### config.mk
export PLATFORM = sky130hd
export DESIGN_NAME = jk_bank_arbiter
export DESIGN_NICKNAME = d
export VERILOG_FILES = /design/src/rtl/jk_bank_arbiter.sv
export SDC_FILE = /design/constraint.sdc
export NUM_CORES = 1
export LEC_CHECK = 0
export ABC_AREA = 1
export ABC_CLOCK_PERIOD_IN_PS = 2950
export CORE_MARGIN = 5
export CORE_UTILIZATION = 53
export DETAILED_ROUTE_END_ITERATION = 8
export DONT_BUFFER_PORTS = 1
export PLACE_DENSITY = 0.68
export SYNTH_ARGS = -nofsm -noshare
export SYNTH_HDL_FRONTEND = slang
export SYNTH_SLANG_ARGS = --single-unit
### constraint.sdc
create_clock -name clk -period 2.95 [get_ports clk]
set_input_delay 0.59 -clock clk [delete_from_list [all_inputs] [get_ports clk]]
set_output_delay 0.59 -clock clk [all_outputs]
set_load 0.02 [all_outputs]
### src/rtl/jk_bank_arbiter.sv
// Round-robin arbiter that serialises JK commands from NREQ requesters onto one
// shared bank of WIDTH JK flip-flops; each command takes an IDLE and an APPLY cycle.
module jk_bank_arbiter #(
  parameter int NREQ  = 4,
  parameter int WIDTH = 8,
  parameter int SELW  = (WIDTH > 1) ? $clog2(WIDTH) : 1
) (
  input  logic                    clk,
  input  logic                    rst,
  input  logic [NREQ-1:0]         req_valid,
  input  logic [NREQ*SELW-1:0]    req_sel,
  input  logic [NREQ*2-1:0]       req_cmd,
  output logic [NREQ-1:0]         req_ack,
  output logic [WIDTH-1:0]        q,
  output logic [WIDTH-1:0]        qbar,
  output logic                    busy,
  output logic                    err,
  output logic [$clog2(NREQ)-1:0] grant_id
);
  localparam int IDW = $clog2(NREQ);

  typedef enum logic {IDLE, APPLY} state_e;

  state_e           state_q, state_d;
  logic [IDW-1:0]   ptr_q, ptr_d;
  logic [IDW-1:0]   win_q, win_d;
  logic [SELW-1:0]  sel_q, sel_d;
  logic [1:0]       cmd_q, cmd_d;
  logic [WIDTH-1:0] bank_q, bank_d;
  logic [NREQ-1:0]  ack_q, ack_d;
  logic             busy_q, busy_d;
  logic             err_q, err_d;

  logic [IDW-1:0]   cand;
  logic             found;

  logic [SELW-1:0]  sel_a [NREQ];
  logic [1:0]       cmd_a [NREQ];

  for (genvar g = 0; g < NREQ; g++) begin : g_unpack
    assign sel_a[g] = req_sel[g*SELW +: SELW];
    assign cmd_a[g] = req_cmd[g*2 +: 2];
  end

  always_comb begin
    // NOTE: every variable gets a default before any branch so no latch is inferred.
    state_d = state_q;
    ptr_d   = ptr_q;
    win_d   = win_q;
    sel_d   = sel_q;
    cmd_d   = cmd_q;
    bank_d  = bank_q;
    ack_d   = '0;
    busy_d  = 1'b0;
    err_d   = 1'b0;
    cand    = '0;
    found   = 1'b0;

    case (state_q)
      IDLE: begin
        // Search starts just after the last winner and wraps, giving rotating priority.
        for (int k = 1; k <= NREQ; k++) begin
          cand = IDW'((int'(ptr_q) + k) % NREQ);
          if (!found && req_valid[cand]) begin
            found = 1'b1;
            win_d = cand;
            sel_d = sel_a[cand];
            cmd_d = cmd_a[cand];
          end
        end
        if (found) begin
          state_d      = APPLY;
          ack_d[win_d] = 1'b1;
          busy_d       = 1'b1;
          err_d        = (int'(sel_d) >= WIDTH);
        end
      end
      APPLY: begin
        // err_q doubles as the out-of-range flag, leaving the bank untouched.
        for (int b = 0; b < WIDTH; b++) begin
          if (!err_q && sel_q == SELW'(b))
            bank_d[b] = (cmd_q[1] & ~bank_q[b]) | (~cmd_q[0] & bank_q[b]);
        end
        ptr_d   = win_q;
        state_d = IDLE;
      end
      default: state_d = IDLE;
    endcase
  end

  // NOTE: sequential state uses non-blocking assignments so all registers update together.
  always_ff @(posedge clk or negedge rst) begin
    if (!rst) begin
      state_q <= IDLE;
      ptr_q   <= IDW'(NREQ - 1);
      win_q   <= '0;
      sel_q   <= '0;
      cmd_q   <= '0;
      bank_q  <= '0;
      ack_q   <= '0;
      busy_q  <= 1'b0;
      err_q   <= 1'b0;
    end else begin
      state_q <= state_d;
      ptr_q   <= ptr_d;
      win_q   <= win_d;
      sel_q   <= sel_d;
      cmd_q   <= cmd_d;
      bank_q  <= bank_d;
      ack_q   <= ack_d;
      busy_q  <= busy_d;
      err_q   <= err_d;
    end
  end

  assign req_ack  = ack_q;
  assign q        = bank_q;
  assign qbar     = ~bank_q;
  assign busy     = busy_q;
  assign err      = err_q;
  assign grant_id = win_q;

endmodule

==> results of run 1 <==
[critical path, delay by kind of cell (launching register included)]
family / cells / cell delay (ps)
DFF: 1 / 730
and+or+nand+nor: 11 / 1180
buffers and inverters: 2 / 310
[worst paths after layout]
| path | from | slack [ps] | depth (start not counted) | end |
|---|---|---|---|---|
| max in group asynchronous | rst | 1950 | 1 | grant_id[0]$_DFFE_PN0N_ |
| max | ptr_q[1]$_DFFE_PN1P_ | 620 | 13 | req_ack[0]$_DFF_PN0_ |
| min reg2reg | cmd_q[0]$_DFFE_PN0P_ | 510 | 1 | q[7]$_DFFE_PN0P_ |
| max reg2reg | ptr_q[1]$_DFFE_PN1P_ | 620 | 13 | req_ack[0]$_DFF_PN0_ |
| min | rst | 20 | 0 | q[7]$_DFFE_PN0P_ |
| min in group clk | cmd_q[0]$_DFFE_PN0P_ | 510 | 1 | q[7]$_DFFE_PN0P_ |
[logic make-up after synthesis]
group | synth area share
DFF | 0.287
and+or+nand+nor | 0.436
other | 0.00194
AOI/OAI and AO/OA | 0.167
buffers and inverters | 0.109
[Yosys cell counts, drive strengths merged]
| cell | n |
|---|---|
| nand2 | 140 |
| nor2 | 11 |
| a21boi | 1 |
| nand3b | 1 |
| inv | 34 |
| o21ai | 57 |
| a41oi | 1 |
| nand4 | 2 |
| a31oi | 1 |
| clkbuf | 6 |
| dfstp | 2 |
| a21oi | 2 |
| nand3 | 24 |
| conb | 1 |
| buf | 7 |
| clkinv | 1 |
| dfrtp | 20 |
[power by group through the flow]
stage,combinational (mW),sequential (mW),clock (mW)
global placement,1.81,0.741,0
CTS,1.83,0.739,0.219
finish,1.83,0.735,0.216
global route,2.11,0.770,0.234
detailed placement,1.83,0.743,0
floorplan,1.63,0.654,0
[flip-flops by register name, summed over array words and instances, names as in the netlist]
register and cells:
ptr_q 2, cmd_q 2, q 8, grant_id 2, sel_q 3, busy 1
req_ack 4
[cell type report]
class                      count  area, µm²  area share
multi-input combinational    241       1170       0.586
sequential                    22        553       0.278
timing repair buffer           2       17.5     0.00880
tap                           48       60.1      0.0302
clock buffer                   4       55.1      0.0277
inverter                      35        139      0.0698
[what timing repair did]
item,in CTS,in global routing
endpoints found under the hold margin,0,10
hold buffers,0,1
gates resized for setup,0,0
[per-layer routing]
metal | up-vias | track usage | wire length (µm)
li1 | 970 | - | -
met5 | - | 0 | 0
met2 | 45 | 0.304 | 2140
met1 | 807 | 0.252 | 2000
met4 | 0 | 0.0319 | 14
met3 | 2 | 0.0331 | 180
[through the flow]
step | util | cells | power [mW] | hold WS, ps
6_report | 0.552 | 352 | 2.78 | 20.4
5_1_grt | 0.552 | 352 | 3.12 | 5.19
4_1_cts | 0.549 | 351 | 2.79 | 6.51
3_5_place_dp | 0.534 | 347 | 2.57 | 295
3_3_place_gp | 0.534 | 347 | 2.55 | 295
2_1_floorplan | - | 311 | 2.28 | 294
==> qor.txt, run 1 <==
status: finished clean
post-place setup slack: 649 ps
commonest non-fill, non-tap cells in the layout: 120 x nand2_1, 53 x o21ai_0, 26 x inv_1, 21 x nand3_1, 20 x dfrtp_1
Filler cells: 383
via count: 1824
Max clock buf depth: 2
RSZ-0062 raised after global routing: no
Setup Viol. Count Final: 0
Sw Pwr: 1.62 mW
critical path, cell by cell: inv_2 -> nand2_1 -> nand2_2 -> nand2_2 -> nand2_4 -> nor2_8 -> nand2_4 -> inv_2 -> nand2_2 -> nand2_1 -> nand2_1 -> nand2_1 -> nor2_1
synthesized flop and latch total: 22
sequential element share of the synthesized area: 0.287
Worst-Skew Late Latency: 260 ps
final worst path period share: 0.791
CP endpoint kind: flop
P_int: 1.16 mW
post-layout min period: 2330 ps
syn nets: 337
hpwl dp: 3430 µm
Synth warnings: 0
slowest CP cell: dfstp_2
ant diodes: 0
most common cell after layout, fill and taps aside: nand2_1
fmax: 0.429 GHz
row count: 22
routed len/inst: 12.3 µm
# Max-Cap Violations: 0
Reg clk slew, reported paths: 80 ps
first-pass GRT wire length: 7560 µm
slowest cell delay on critical path: 730 ps
IO buf count: 0
vias in the first global route: 1718
average size of a mapped cell: 6.20 µm²
combinational share of power: 0.658
Unique masters post-synth: 29
Core Region: 3610 µm²
Die ar.: 4950 µm²
Layout area overhead: 3.18%
CTS tree: built
total wire length: 4340 µm
initial antenna violation count: 0
Synth area leaders: dfrtp_1 26%, nand2_1 23%, o21ai_0 14%
critical path's most frequent cell: nand2_1
maximum net fanout on the critical path: 23
post-layout instance area: 1990 µm²
peak supply drop: 588 µV
Detailed Routing Iterations Pass 1: 4
crit path kind: flop to flop
Pleak: 1.02 nW
Vias/cell: 5.18
Global Route Usage Sum: 0.183
drt drc: 0
# Post-CTS Setup Buffers: 0
placed cell areas: 1930 µm²
pwr dens: 1400 nW/µm²
setup total negative slack: 0 ps
Reg power frac: 0.264
remaining global-route overflow: 0
Final Worst Setup Slack: 618 ps
die height: 70.3 µm
post-synth top area share: 0.259
starting density of the core: 0.535
Synth Cell Area: 1930 µm²
Sw Share: 0.584
Critical Path AT: 2490 ps
clk root buf: clkbuf_8
Hold WC Path Type: input port to asynchronous set/reset pin
Worst Clk Skew: 8.01 ps
share of layout cells above drive strength 1: 0.145
Worst Path Required: 3110 ps
largest net degree at the start of global routing: 47
RePlAce Congestion: 0.872
Routed Antenna Nets: 0
Hold Vio Cnt, Final: 0
Worst setup SP type: flop
H-Tree Depth: 1
Slew Limit Fails: 0
Syn Inst Count: 311
Synth area leader: dfrtp_1
initial DRC count: 117
die width: 70.3 µm
Final nets: 331
clock buffer count from CTS: 3
Top-Level Pins: 50
power share of the clock group: 0.078
clk sinks: 22
Note: power is estimated with default switching activity, not from simulation.
==> run 2: changes to the inputs <==
ABC_CLOCK_PERIOD_IN_PS = 2100   (was 2950)
PLACE_DENSITY = 0.71   (was 0.68)
clock period = 2.1 ns   (was 2.95 ns; I/O delays follow)
==> run 2 against run 1 <==
- routed wire length shrank 1.8%
- combinational power grew 46%
- worst hold slack gained 500 ps
- non-clock buffer count grew 3
- first-iteration DRC count grew 15%
- critical endpoint unchanged
- clock skew shrank 2.9 ps
- sequential share of layout area shrank 0.31 points
- power grew 42%
- setup slack lost 400 ps
- clock power grew 37%
- highest routed layer unchanged
- register-to-register slack lost 400 ps
==> qor.txt, run 2 (same netlist as run 1, synthesis figures left out) <==
Max clock buf depth: 2
ant diodes: 0
largest net degree at the start of global routing: 41
Vias/cell: 5.25
Worst Clk Skew: 5.09 ps
post-layout min period: 1880 ps
Hold Vio Cnt, Final: 0
initial antenna violation count: 0
fmax: 0.532 GHz
RSZ-0062 raised after global routing: no
clock buffer count from CTS: 3
Worst Path Required: 2250 ps
# Post-CTS Setup Buffers: 0
Layout area overhead: 4.34%
row count: 22
Critical Path AT: 2030 ps
hpwl dp: 3320 µm
share of layout cells above drive strength 1: 0.153
CP endpoint kind: flop
via count: 1865
Top-Level Pins: 50
hold_buf cts: 1
setup total negative slack: 0 ps
Worst Max-Slew Pin Slew: 933 ps
Worst-Skew Late Latency: 260 ps
first-pass GRT wire length: 7670 µm
wire length on met3: 197 µm
Final nets: 334
top sig layer: met4
starting density of the core: 0.535
Hold WC Path Type: flop to flop
pwr dens: 1970 nW/µm²
die height: 70.3 µm
total wire length: 4260 µm
Rel. slew slack: 0.376
Total Power: 3.96 mW
max reg flops: 8
Core Region: 3610 µm²
WL met2: 2100 µm
vias in the first global route: 1776
met1 WL: 1930 µm
Worst setup SP type: flop
Die ar.: 4950 µm²
maximum net fanout on the critical path: 10
routed len/inst: 12.0 µm
RePlAce Congestion: 0.797
H-Tree Depth: 1
drt drc: 0
Pleak: 1.03 nW
die width: 70.3 µm
Setup Viol. Count Final: 0
# Max-Cap Violations: 0
peak supply drop: 880 µV
clk root buf: clkbuf_8
most common cell after layout, fill and taps aside: nand2_1
crit path kind: flop to flop
remaining global-route overflow: 0
final worst path period share: 0.895
Routed Antenna Nets: 0
CTS tree: built
Slew Limit Fails: 0
commonest non-fill, non-tap cells in the layout: 120 x nand2_1, 53 x o21ai_0, 26 x inv_1, 21 x nand3_1, 20 x dfrtp_1
Reg clk slew, reported paths: 70 ps
status: finished clean
initial DRC count: 135
clk sinks: 22
Detailed Routing Iterations Pass 1: 4
IO buf count: 0
Global Route Usage Sum: 0.185
cts repair resizes: 0
-- run 2: report_power, final --
| part | internal [mW] | leakage, nW | switching (mW) |
|---|---|---|---|
| Clock | 0.167 | 0.0288 | 0.128 |
| Combinational | 0.857 | 0.735 | 1.82 |
| Sequential | 0.641 | 0.270 | 0.345 |
-- run 2: cell type report --
| type | count | area [µm²] |
|---|---|---|
| Clock buffer | 4 | 55.1 |
| Fill cell | 373 | 1590 |
| Inverter | 35 | 139 |
| Multi-Input combinational cell | 241 | 1170 |
| Sequential cell | 22 | 553 |
| Tap cell | 48 | 60.1 |
| Timing Repair Buffer | 5 | 40.0 |
-- run 2: worst max-delay path, cell delays in order (launching register included) --
cell and delay, ps:
dfstp_2 550, buf_4 160, nand2_1 80, nand3_1 90, nand2_1 130, nor2_4 240
inv_2 100, nand2_1 80, nand3_2 80, nand2_1 60, nand2_1 40, nand2_1 90
nor2_1 60
-- run 2: final timing paths --
check / start / endpoint / slack, ps / cells after the start
setup / recovery: ptr_q[0]$_DFFE_PN1P_ / req_ack[0]$_DFF_PN0_ / 220 / 12
hold / removal: sel_q[2]$_DFFE_PN0P_ / sel_q[2]$_DFFE_PN0P_ / 520 / 2
setup reg to reg: ptr_q[0]$_DFFE_PN1P_ / req_ack[0]$_DFF_PN0_ / 220 / 12
hold reg to reg: sel_q[2]$_DFFE_PN0P_ / sel_q[2]$_DFFE_PN0P_ / 520 / 2
max in group asynchronous: rst / busy$_DFF_PN0_ / 790 / 1
min in group asynchronous: rst / q[6]$_DFFE_PN0P_ / 740 / 1
-- run 2: stage by stage --
step	setup WS [ps]	util	std cells	hold WS [ps]	instance area (µm²)
2_1_floorplan	387	-	311	124	1930
5_1_grt	20.6	0.558	355	571	2010
4_1_cts	220	0.558	355	519	2010
6_report	220	0.558	355	517	2010
3_5_place_dp	231	0.540	350	125	1950
3_3_place_gp	264	0.540	350	125	1950
-- run 2: metal layers --
metal  up-vias  GRT usage
met2        44      0.320
met3         5     0.0403
li1        972          -
met1       844      0.233
met5         -          0
met4         0     0.0447
==> run 3: changes to the inputs <==
ABC_CLOCK_PERIOD_IN_PS = 2220   (was 2100)
CORE_MARGIN = not set   (was 5)
PLACE_DENSITY = 0.68   (was 0.71)
clock period = 2.22 ns   (was 2.1 ns; I/O delays follow)
==> run 3 against run 2 <==
- sequential share of layout area grew 0.40 points
- critical path depth grew 1
- clock skew grew 1.1 ps
- fmax shrank 2.5%
- register-to-register slack gained 70 ps
- non-clock buffer count shrank 1
- flip-flop and latch count is the same
- critical endpoint is now sel_q[2]$_DFFE_PN0P_
- setup slack gained 73 ps
- clock power shrank 25%
- power shrank 7.5%
- final cell count shrank 0.85%
==> qor.txt, run 3 (same netlist as run 1, synthesis figures left out) <==
CP endpoint kind: flop
largest net degree at the start of global routing: 41
Buf+Inv Stages, Crit Path: 3
Worst Max-Slew Pin Slew: 973 ps
crit path launch: ptr_q[0]$_DFFE_PN1P_
drt drc: 0
share of layout cells above drive strength 1: 0.150
peak supply drop: 898 µV
most common cell after layout, fill and taps aside: nand2_1
final std cells w/o fill: 352
via count: 1839
first-pass GRT wire length: 7090 µm
post-layout instance area: 1980 µm²
RSZ-0062 raised after global routing: no
CTS tree: built
Layout area overhead: 2.85%
IO buf count: 0
initial antenna violation count: 0
# Max-Cap Violations: 0
setup total negative slack: 0 ps
Worst Path Required: 2420 ps
final worst path period share: 0.868
row count: 21
Vias/cell: 5.22
fmax: 0.519 GHz
routed len/inst: 11.6 µm
maximum net fanout on the critical path: 11
starting density of the core: 0.565
Core Region: 3420 µm²
RePlAce Congestion: 0.843
status: finished clean
slowest cell delay on critical path: 660 ps
Detailed Routing Iterations Pass 1: 4
placed cell areas: 1940 µm²
Reg clk slew, reported paths: 120 ps
vias in the first global route: 1662
Pleak: 1.02 nW
Filler cells: 364
hold_sp: cmd_q[0]$_DFFE_PN0P_
Setup Viol. Count Final: 0
critical path, cell by cell: inv_2 -> nand2_1 -> nand2_2 -> nand2_2 -> nand2_4 -> inv_2 -> nand2_1 -> nor2_2 -> nand2_2 -> nand2_4 -> inv_4 -> nand3_1 -> nand2_1
Hold WC Path Type: flop to flop
register area: 553 µm²
remaining global-route overflow: 0
clk sinks: 22
crit path kind: flop to flop
CP delay by family, top: simple AND/OR/NAND/NOR gates
max reg flops: 8
Rel. slew slack: 0.349
die height: 62.3 µm
slowest CP cell: dfstp_2
Max clock buf depth: 2
Critical Path AT: 2130 ps
Hold Vio Cnt, Final: 0
Final nets: 333
total wire length: 4080 µm
Placed Cells: 347
die width: 62.3 µm
hpwl dp: 3310 µm
Routed Antenna Nets: 0
Worst setup SP type: flop
Worst Hold Slack: 525 ps
Worst Clk Skew: 6.24 ps
cts repair resizes: 0
clock buffer count from CTS: 3
Global Route Usage Sum: 0.226
H-Tree Depth: 1
final core occ: 0.581
initial DRC count: 97
post-layout min period: 1930 ps
Top-Level Pins: 50
Die ar.: 3890 µm²
clk root buf: clkbuf_4
FF-to-FF Start: ptr_q[0]$_DFFE_PN1P_
pwr dens: 1840 nW/µm²
Worst-Skew Late Latency: 310 ps
ant diodes: 0
multi-input logic area: 1170 µm²
commonest non-fill, non-tap cells in the layout: 120 x nand2_1, 53 x o21ai_0, 26 x inv_1, 21 x nand3_1, 20 x dfrtp_1
Slew Limit Fails: 0
## run 3: cell type report
class	instances	share of cell area
tap	46	0.0290
sequential	22	0.279
clock buffer	4	0.0183
timing repair buffer	4	0.0164
inverter	35	0.0700
multi-input combinational	241	0.588
## run 3: per-stage QoR
| step | total power [mW] | setup slack (ps) |
|---|---|---|
| after CTS | 3.69 | 292 |
| after floorplan | 3.03 | 507 |
| after global placement | 3.41 | 342 |
| after detailed placement | 3.45 | 297 |
| after global routing | 4.09 | 95.5 |
| final | 3.66 | 292 |
## run 3: final timing paths
path	to	slack (ps)	cells after the start
hold / removal	cmd_q[0]$_DFFE_PN0P_	520	2
hold reg to reg	cmd_q[0]$_DFFE_PN0P_	520	2
setup / recovery	sel_q[2]$_DFFE_PN0P_	290	13
setup reg to reg	sel_q[2]$_DFFE_PN0P_	290	13
max in group asynchronous	q[7]$_DFFE_PN0P_	900	1
min in group asynchronous	req_ack[3]$_DFF_PN0_	720	1
## run 3: worst min-delay path: cells and delay by family, from the launching register on
kind          cells  cell delay (ps)
flops             1              390
simple gates      2              110
## run 3: repair_timing
item,CTS,global route
buffers inserted,0,0
endpoints found under the hold margin,22,0
hold buffers,1,0
## run 3: power breakdown
group / leakage, nW / total [mW] / switching, mW / internal [mW]
logic: 0.730 / 2.47 / 1.67 / 0.800
clock network: 0.0210 / 0.220 / 0.120 / 0.100
registers: 0.270 / 0.963 / 0.356 / 0.607
## run 3: routing by layer
metal,share of wire,global-route usage,up-vias,wire (µm)
li1,-,-,978,-
met1,0.47,0.280,825,1910
met2,0.50,0.405,34,2020
met3,0.030,0.0404,2,123
met4,0.0066,0.0523,0,27
met5,0,0,-,0
